### src/rtl/uart_rx_pkg.sv
// Shared types and constants for the UART receive deserializer.
package uart_rx_pkg;

    localparam int unsigned DATA_BITS = 8;
    localparam int unsigned MIN_DIV   = 2;
    localparam int unsigned STATE_W   = 3;

    typedef enum logic [STATE_W-1:0] {
        S_IDLE   = 3'd0,
        S_START  = 3'd1,
        S_DATA   = 3'd2,
        S_PARITY = 3'd3,
        S_STOP   = 3'd4
    } rx_state_e;

    // Host-visible holding register and its sticky status
    typedef struct packed {
        logic [DATA_BITS-1:0] data;
        logic                 full;
        logic                 frame_err;
        logic                 overrun;
    } rx_hold_t;

endpackage

### src/rtl/uart_rx_deser_if.sv
// Host-side bus of the UART receive deserializer (divisor, read strobe, data, status).
// With UART_RX_PARITY_EN defined the bus also carries parity_odd / parity_err.
interface uart_rx_deser_if #(
    parameter int unsigned DIV_W = 16
);
    logic [DIV_W-1:0] divisor;
    logic             rd_ack;
    logic [7:0]       rx_data;
    logic             rx_full;
    logic             frame_err;
    logic             overrun;
    logic             rx_busy;
`ifdef UART_RX_PARITY_EN
    logic             parity_odd;
    logic             parity_err;

    modport master (
        output divisor, rd_ack, parity_odd,
        input  rx_data, rx_full, frame_err, overrun, rx_busy, parity_err
    );

    modport slave (
        input  divisor, rd_ack, parity_odd,
        output rx_data, rx_full, frame_err, overrun, rx_busy, parity_err
    );
`else
    modport master (
        output divisor, rd_ack,
        input  rx_data, rx_full, frame_err, overrun, rx_busy
    );

    modport slave (
        input  divisor, rd_ack,
        output rx_data, rx_full, frame_err, overrun, rx_busy
    );
`endif
endinterface

### src/rtl/uart_rx_baud_cnt.sv
// Baud down-counter: latches/clamps the divisor at start detection and strobes on expiry.
module uart_rx_baud_cnt
    import uart_rx_pkg::*;
#(
    parameter int unsigned DIV_W = 16
) (
    input  logic             clk,
    input  logic             rst,
    input  logic [DIV_W-1:0] divisor,
    input  logic             load_half,
    input  logic             load_full,
    input  logic             en,
    output logic             expire_c
);

    logic [DIV_W-1:0] div_q, div_d;
    logic [DIV_W-1:0] cnt_q, cnt_d;
    logic [DIV_W-1:0] div_eff;

    // Divisors 0 and 1 cannot produce a mid-bit sample point, so run them as 2
    assign div_eff = (divisor < DIV_W'(MIN_DIV)) ? DIV_W'(MIN_DIV) : divisor;

    always_comb begin
        div_d = div_q;
        cnt_d = cnt_q;
        if (load_half) begin
            div_d = div_eff;
            cnt_d = (div_eff >> 1) - DIV_W'(1);
        end else if (load_full) begin
            cnt_d = div_q - DIV_W'(1);
        end else if (en && (cnt_q != '0)) begin
            cnt_d = cnt_q - DIV_W'(1);
        end
    end

    assign expire_c = en && (cnt_q == '0);

    always_ff @(posedge clk) begin
        if (rst) begin
            div_q <= DIV_W'(MIN_DIV);
            cnt_q <= '0;
        end else begin
            div_q <= div_d;
            cnt_q <= cnt_d;
        end
    end

endmodule

### src/rtl/uart_rx_deser.sv
// UART receive deserializer: synchronizes sin, recovers 8N1 frames and holds the last byte.
// Optional: define UART_RX_PARITY_EN to add a parity bit (8E1/8O1) with a sticky parity_err.
module uart_rx_deser
    import uart_rx_pkg::*;
#(
    parameter int unsigned DIV_W       = 16,
    parameter int unsigned SYNC_STAGES = 2
) (
    input  logic           clk,
    input  logic           rst,
    input  logic           sin,
    uart_rx_deser_if.slave bus
);

    localparam int unsigned BIT_CNT_W = $clog2(DATA_BITS);

    logic [SYNC_STAGES-1:0] sync_q, sync_d;
    logic                   s_in;
    rx_state_e              state_q, state_d;
    logic [BIT_CNT_W-1:0]   bit_cnt_q, bit_cnt_d;
    logic [DATA_BITS-1:0]   shift_q, shift_d;
    rx_hold_t               hold_q, hold_d;
    logic                   rx_busy_q, rx_busy_d;
    logic                   load_half, load_full, expire_c, deliver;
`ifdef UART_RX_PARITY_EN
    logic                   par_odd_q, par_odd_d;
    logic                   par_bad_q, par_bad_d;
    logic                   parity_err_q, parity_err_d;
`endif

    // Metastability synchronizer; the oldest stage is the only copy of sin the logic sees
    assign sync_d = {sync_q[SYNC_STAGES-2:0], sin};
    assign s_in   = sync_q[SYNC_STAGES-1];

    uart_rx_baud_cnt #(
        .DIV_W (DIV_W)
    ) u_baud (
        .clk       (clk),
        .rst       (rst),
        .divisor   (DIV_W'(bus.divisor)),
        .load_half (load_half),
        .load_full (load_full),
        .en        (state_q != S_IDLE),
        .expire_c  (expire_c)
    );

    // State register
    always_ff @(posedge clk) begin
        if (rst) begin
            state_q <= S_IDLE;
        end else begin
            state_q <= state_d;
        end
    end

    // Next-state logic
    always_comb begin
        state_d = state_q;
        case (state_q)
            S_IDLE: begin
                if (!s_in) state_d = S_START;
            end
            S_START: begin
                if (expire_c) state_d = s_in ? S_IDLE : S_DATA;
            end
            S_DATA: begin
                if (expire_c && (bit_cnt_q == BIT_CNT_W'(DATA_BITS - 1))) begin
`ifdef UART_RX_PARITY_EN
                    state_d = S_PARITY;
`else
                    state_d = S_STOP;
`endif
                end
            end
`ifdef UART_RX_PARITY_EN
            S_PARITY: begin
                if (expire_c) state_d = S_STOP;
            end
`endif
            S_STOP: begin
                if (expire_c) state_d = S_IDLE;
            end
            default: state_d = S_IDLE;
        endcase
    end

    // Datapath and output logic
    always_comb begin
        load_half = 1'b0;
        load_full = 1'b0;
        deliver   = 1'b0;
        bit_cnt_d = bit_cnt_q;
        shift_d   = shift_q;
        hold_d    = hold_q;
        rx_busy_d = (state_d != S_IDLE);
`ifdef UART_RX_PARITY_EN
        par_odd_d    = par_odd_q;
        par_bad_d    = par_bad_q;
        parity_err_d = parity_err_q;
`endif

        case (state_q)
            S_IDLE: begin
                load_half = !s_in;
`ifdef UART_RX_PARITY_EN
                if (!s_in) begin
                    par_odd_d = bus.parity_odd;
                    par_bad_d = 1'b0;
                end
`endif
            end
            S_START: begin
                if (expire_c && !s_in) begin
                    load_full = 1'b1;
                    bit_cnt_d = '0;
                end
            end
            S_DATA: begin
                if (expire_c) begin
                    shift_d   = {s_in, shift_q[DATA_BITS-1:1]};
                    load_full = 1'b1;
                    bit_cnt_d = bit_cnt_q + BIT_CNT_W'(1);
                end
            end
`ifdef UART_RX_PARITY_EN
            S_PARITY: begin
                if (expire_c) begin
                    load_full = 1'b1;
                    par_bad_d = ((^shift_q) ^ s_in) != par_odd_q;
                end
            end
`endif
            S_STOP: begin
                deliver = expire_c;
            end
            default: ;
        endcase

        // A read acknowledges the current byte and its flags; a same-cycle delivery lands on top
        if (bus.rd_ack) begin
            hold_d.full      = 1'b0;
            hold_d.frame_err = 1'b0;
            hold_d.overrun   = 1'b0;
`ifdef UART_RX_PARITY_EN
            parity_err_d     = 1'b0;
`endif
        end

        if (deliver) begin
            if (!hold_q.full || bus.rd_ack) begin
                hold_d.data = shift_q;
                hold_d.full = 1'b1;
            end else begin
                hold_d.overrun = 1'b1;
            end
            if (!s_in) hold_d.frame_err = 1'b1;
`ifdef UART_RX_PARITY_EN
            if (par_bad_q) parity_err_d = 1'b1;
`endif
        end
    end

    // Datapath registers
    always_ff @(posedge clk) begin
        if (rst) begin
            sync_q    <= '1;
            bit_cnt_q <= '0;
            shift_q   <= '0;
            hold_q    <= '0;
            rx_busy_q <= 1'b0;
`ifdef UART_RX_PARITY_EN
            par_odd_q    <= 1'b0;
            par_bad_q    <= 1'b0;
            parity_err_q <= 1'b0;
`endif
        end else begin
            sync_q    <= sync_d;
            bit_cnt_q <= bit_cnt_d;
            shift_q   <= shift_d;
            hold_q    <= hold_d;
            rx_busy_q <= rx_busy_d;
`ifdef UART_RX_PARITY_EN
            par_odd_q    <= par_odd_d;
            par_bad_q    <= par_bad_d;
            parity_err_q <= parity_err_d;
`endif
        end
    end

    assign bus.rx_data   = hold_q.data;
    assign bus.rx_full   = hold_q.full;
    assign bus.frame_err = hold_q.frame_err;
    assign bus.overrun   = hold_q.overrun;
    assign bus.rx_busy   = rx_busy_q;
`ifdef UART_RX_PARITY_EN
    assign bus.parity_err = parity_err_q;
`endif

endmodule

### src/flat_wrapper.sv
// flat-port wrapper written by rule: the top's interface ports become plain ports
module uart_rx_deser_flat import uart_rx_pkg::*;
#(
    parameter int unsigned DIV_W       = 16,
    parameter int unsigned SYNC_STAGES = 2
)
  (clk, rst, sin, bus_divisor, bus_rd_ack, bus_rx_data, bus_rx_full, bus_frame_err, bus_overrun, bus_rx_busy);
  uart_rx_deser_if #(.DIV_W(DIV_W)) bus_i ();
  input  logic clk;
  input  logic rst;
  input  logic sin;
  input wire logic [$bits(bus_i.divisor)-1:0] bus_divisor;
  input wire logic [$bits(bus_i.rd_ack)-1:0] bus_rd_ack;
  output wire logic [$bits(bus_i.rx_data)-1:0] bus_rx_data;
  output wire logic [$bits(bus_i.rx_full)-1:0] bus_rx_full;
  output wire logic [$bits(bus_i.frame_err)-1:0] bus_frame_err;
  output wire logic [$bits(bus_i.overrun)-1:0] bus_overrun;
  output wire logic [$bits(bus_i.rx_busy)-1:0] bus_rx_busy;
  assign bus_i.divisor = bus_divisor;
  assign bus_i.rd_ack = bus_rd_ack;
  assign bus_rx_data = bus_i.rx_data;
  assign bus_rx_full = bus_i.rx_full;
  assign bus_frame_err = bus_i.frame_err;
  assign bus_overrun = bus_i.overrun;
  assign bus_rx_busy = bus_i.rx_busy;
  uart_rx_deser #(.DIV_W(DIV_W), .SYNC_STAGES(SYNC_STAGES)) u_core (.clk(clk), .rst(rst), .sin(sin), .bus(bus_i));
endmodule
### config.mk
export PLATFORM = sky130hd
export DESIGN_NAME = uart_rx_deser_flat
export DESIGN_NICKNAME = d
export VERILOG_FILES = /design/src/rtl/uart_rx_pkg.sv /design/src/rtl/uart_rx_deser_if.sv /design/src/rtl/uart_rx_baud_cnt.sv /design/src/rtl/uart_rx_deser.sv /design/src/flat_wrapper.sv
export SDC_FILE = /design/constraint.sdc
export NUM_CORES = 1
export LEC_CHECK = 0
export BUFFER_PORTS_ARGS = -buffer_cell sky130_fd_sc_hd__buf_2
export CAP_MARGIN = 25
export CORE_MARGIN = 1.5
export CORE_UTILIZATION = 50
export DETAILED_ROUTE_END_ITERATION = 7
export PLACE_DENSITY = 0.7
export SLEW_MARGIN = 20
export SYNTH_ARGS = -nofsm -noshare
export SYNTH_HDL_FRONTEND = slang
export SYNTH_SLANG_ARGS = --single-unit
export TNS_END_PERCENT = 10
### constraint.sdc
create_clock -name clk -period 6.7 [get_ports clk]
set_input_delay 0.67 -clock clk [delete_from_list [all_inputs] [get_ports clk]]
set_output_delay 0.67 -clock clk [all_outputs]
set_load 0.03 [all_outputs]
==> flow_summary.toml <==
[run_status]
status = "complete, no violations"

[synth]
syn-num-nets = 387
synthFlopType = "dfxtp_1"
yosysMostFrequentCell = "dfxtp_1"
synth_edf_count = 0
synth_top_area_frac = 0.411
syn_avg_cell_area_um2 = 8.03
synth_area_leader_cell = "dfxtp_1"
synthArstFlopShare = 0
syn-cell-area_um2 = 2920
netlist_instances = 364
synth_common_cells = "dfxtp_1 (60), nand2_1 (59), nor2_1 (46), a21oi_1 (34), nor3_1 (16)"
yosys_warnings = 0
yosys_register_bits = 60
synthTopCellsByArea = "dfxtp_1 (41%), nand2_1 (7.6%), nor2_1 (5.9%), a21oi_1 (5.8%), mux2i_1 (3.1%)"
post_synth_num_cell_types = 50
ys_seq_area_frac = 0.411

[clock_tree]
cts-resized-gates = 0
cts_sinks = 60
clkTransAtPathRegs_ps = 70
clockBufferDepth = 2
root_buffer = "clkbuf_8"
cts_hold_buf = 0
postCtsSetupBuffers = 0
htree_levels = 3
numCtsBuffers = 9
clock_latency_ps = 340
cts_tree = "yes"

[sta]
slew-limit-headroom = 0.372
drv_slew = 0
finalCritPeriodShare = 0.430
fin_crit_ps = 2880
max_freq_mhz = 347
final_hold_viol_count = 0
fin_skew_ps = 6.08
rsz0062_at_grt = "false"
fin_setup_tns_ps = 0
setup_violations = 0
worstMarginPinSlew_ps = 935

[floorplanning]
core-area_um2 = 5570
start_util = 0.524
fp-row-count = 27
die_y_um = 79.4
ios = 32
die_w_um = 79.4
die-area_um2 = 6310

[detailed_routing]
drc = 0
drt_iter0_markers = 225
vias_per_cell = 5.69
vias = 2653
postRouteWirelength_um = 6900
antenna_left = 0
wl_per_cell_um = 14.8
dr.pass1.iters = 6

[layout]
final_cell_count_no_fill = 466
drive_above_1_share = 0.175
n_fill_cell = 522
nNetsFinal = 412
antenna_cells = 0
synthToLayoutAreaGrowth_pct = 15.2

[run]
drv_cap = 0

[placed_design]
dp_hpwl_um = 4700
finalWeightedCongestion = 0.854
port_buffers = 31
dpl.cell_count = 449

[global_route]
grt_pass1_wl_um = 11500
use_met2 = 0.377
grt_antenna_before_repair = 0
grt_use_met3 = 0.0583
busiest_layer = "met2"
grt_max_degree = 61
grt_usage = 0.236
first_global_vias = 2415
grtUsageMet1 = 0.307
grt_overflow = 0

[setup_path]
cpPeakStageDelay_ps = 770
critical_path.max_fanout = 31
path_delay_family = "simple AND/OR/NAND/NOR gates"
critical_path.cell_chain = "or4_4 > a221oi_2 > nand4_2 > or4_1 > a21boi_1 > nor3_1"
arrival_ps = 3100
slowest_stage = "or4_4"
critPathKind = "flop to flop"
setup.worst_path.start_class = "flop"
required_ps = 6920
worst-path-buf-inv = 0
critPathCaptureType = "flop"

[min_path]
hold_class = "flop to flop"

[power_and_ir_drop]
p_seq_frac = 0.417
internal_power_w = 0.000663
share_comb_of_total_power = 0.172
powerDensity_nw_per_um2 = 276
switching_power_w = 0.000266
sw_frac_of_total = 0.286
p_leak_nw = 1.27
ir_drop_v = 0.000197
pwr-share-clk = 0.411
-- path summary, 6_finish.rpt --
check                        start                       to  slack [ps]  cells after the start
setup reg to reg  u_core.sync_q[1]  u_core.u_baud.cnt_q[13]        3820                      6
hold / removal    u_core.sync_q[0]         u_core.sync_q[1]         440                      1
setup / recovery  u_core.sync_q[1]  u_core.u_baud.cnt_q[13]        3820                      6
hold reg to reg   u_core.sync_q[0]         u_core.sync_q[1]         440                      1
-- registers in the layout, indices dropped and copies added (netlist names), 2 cells and up --
signal and flops:
u_core.u_baud.cnt_q 16, u_core.u_baud.div_q 16, u_core.bus.rx_data 8, u_core.shift_q 8, u_core.bit_cnt_q 3, u_core.state_q 3, u_core.sync_q 2
-- per-stage QoR --
stage	hold slack [ps]	setup WS [ps]	utilization	instance area, µm²	power, W
after global placement	409	3870	0.555	3090	0.000547
final	438	3820	0.604	3360	0.000929
after CTS	435	3800	0.599	3340	0.000931
after floorplan	389	4280	-	2920	0.000513
after global routing	443	3680	0.604	3360	0.000971
after detailed placement	400	3820	0.557	3100	0.000550
-- per-layer routing --
metal / wire length (µm) / vias to the layer above
met3: 286 / 10
met2: 3310 / 61
li1: - / 1350
met5: 0 / -
met4: 102 / 0
met1: 3200 / 1232
-- power by group through the flow --
stage / Clock [W] / Sequential (W) / Combinational (W)
2_1_floorplan: 0 / 0.000390 / 0.000122
3_3_place_gp: 0 / 0.000395 / 0.000152
3_5_place_dp: 0 / 0.000395 / 0.000155
4_1_cts: 0.000386 / 0.000387 / 0.000157
5_1_grt: 0.000405 / 0.000390 / 0.000175
6_report: 0.000382 / 0.000388 / 0.000160
-- kinds of logic after synthesis --
kind of cell,synth area share
AO/OA/AOI/OAI,0.200
XOR/XNOR,0.0300
adder cells (fa/ha/maj),0.0128
buffers and inverters,0.0355
flip-flops,0.411
multiplexers,0.0308
AND/OR/NAND/NOR,0.279
-- area by class of cell --
class                   count  area, µm²  share of cell area
clock buffers              11        151              0.0450
repair buffers             34        194              0.0576
clock inverters             5       83.8              0.0249
well taps                  72       90.1              0.0268
multi-input cells         282       1640               0.486
inverters                   2       7.51             0.00223
flip-flops and latches     60       1200               0.357
-- cells in the final DEF, fill, tap and decap left out, types with 9 or more instances in the layout --
cell type and instances:
dfxtp_1 60, nand2b_1 9, a211oi_1 11, a21oi_1 34, clkbuf_8 11, buf_2 31, nand2_1 59, nor2_1 46
mux2i_1 9, o21ai_0 15, nor3_1 15
-- worst reg2reg max path, stage by stage (launching register included) --
cell and delay (ps):
dfxtp_1 410, or4_4 770, a221oi_2 550, nand4_2 260, or4_1 570, a21boi_1 150, nor3_1 60
Power figures use the tool's default switching activity.
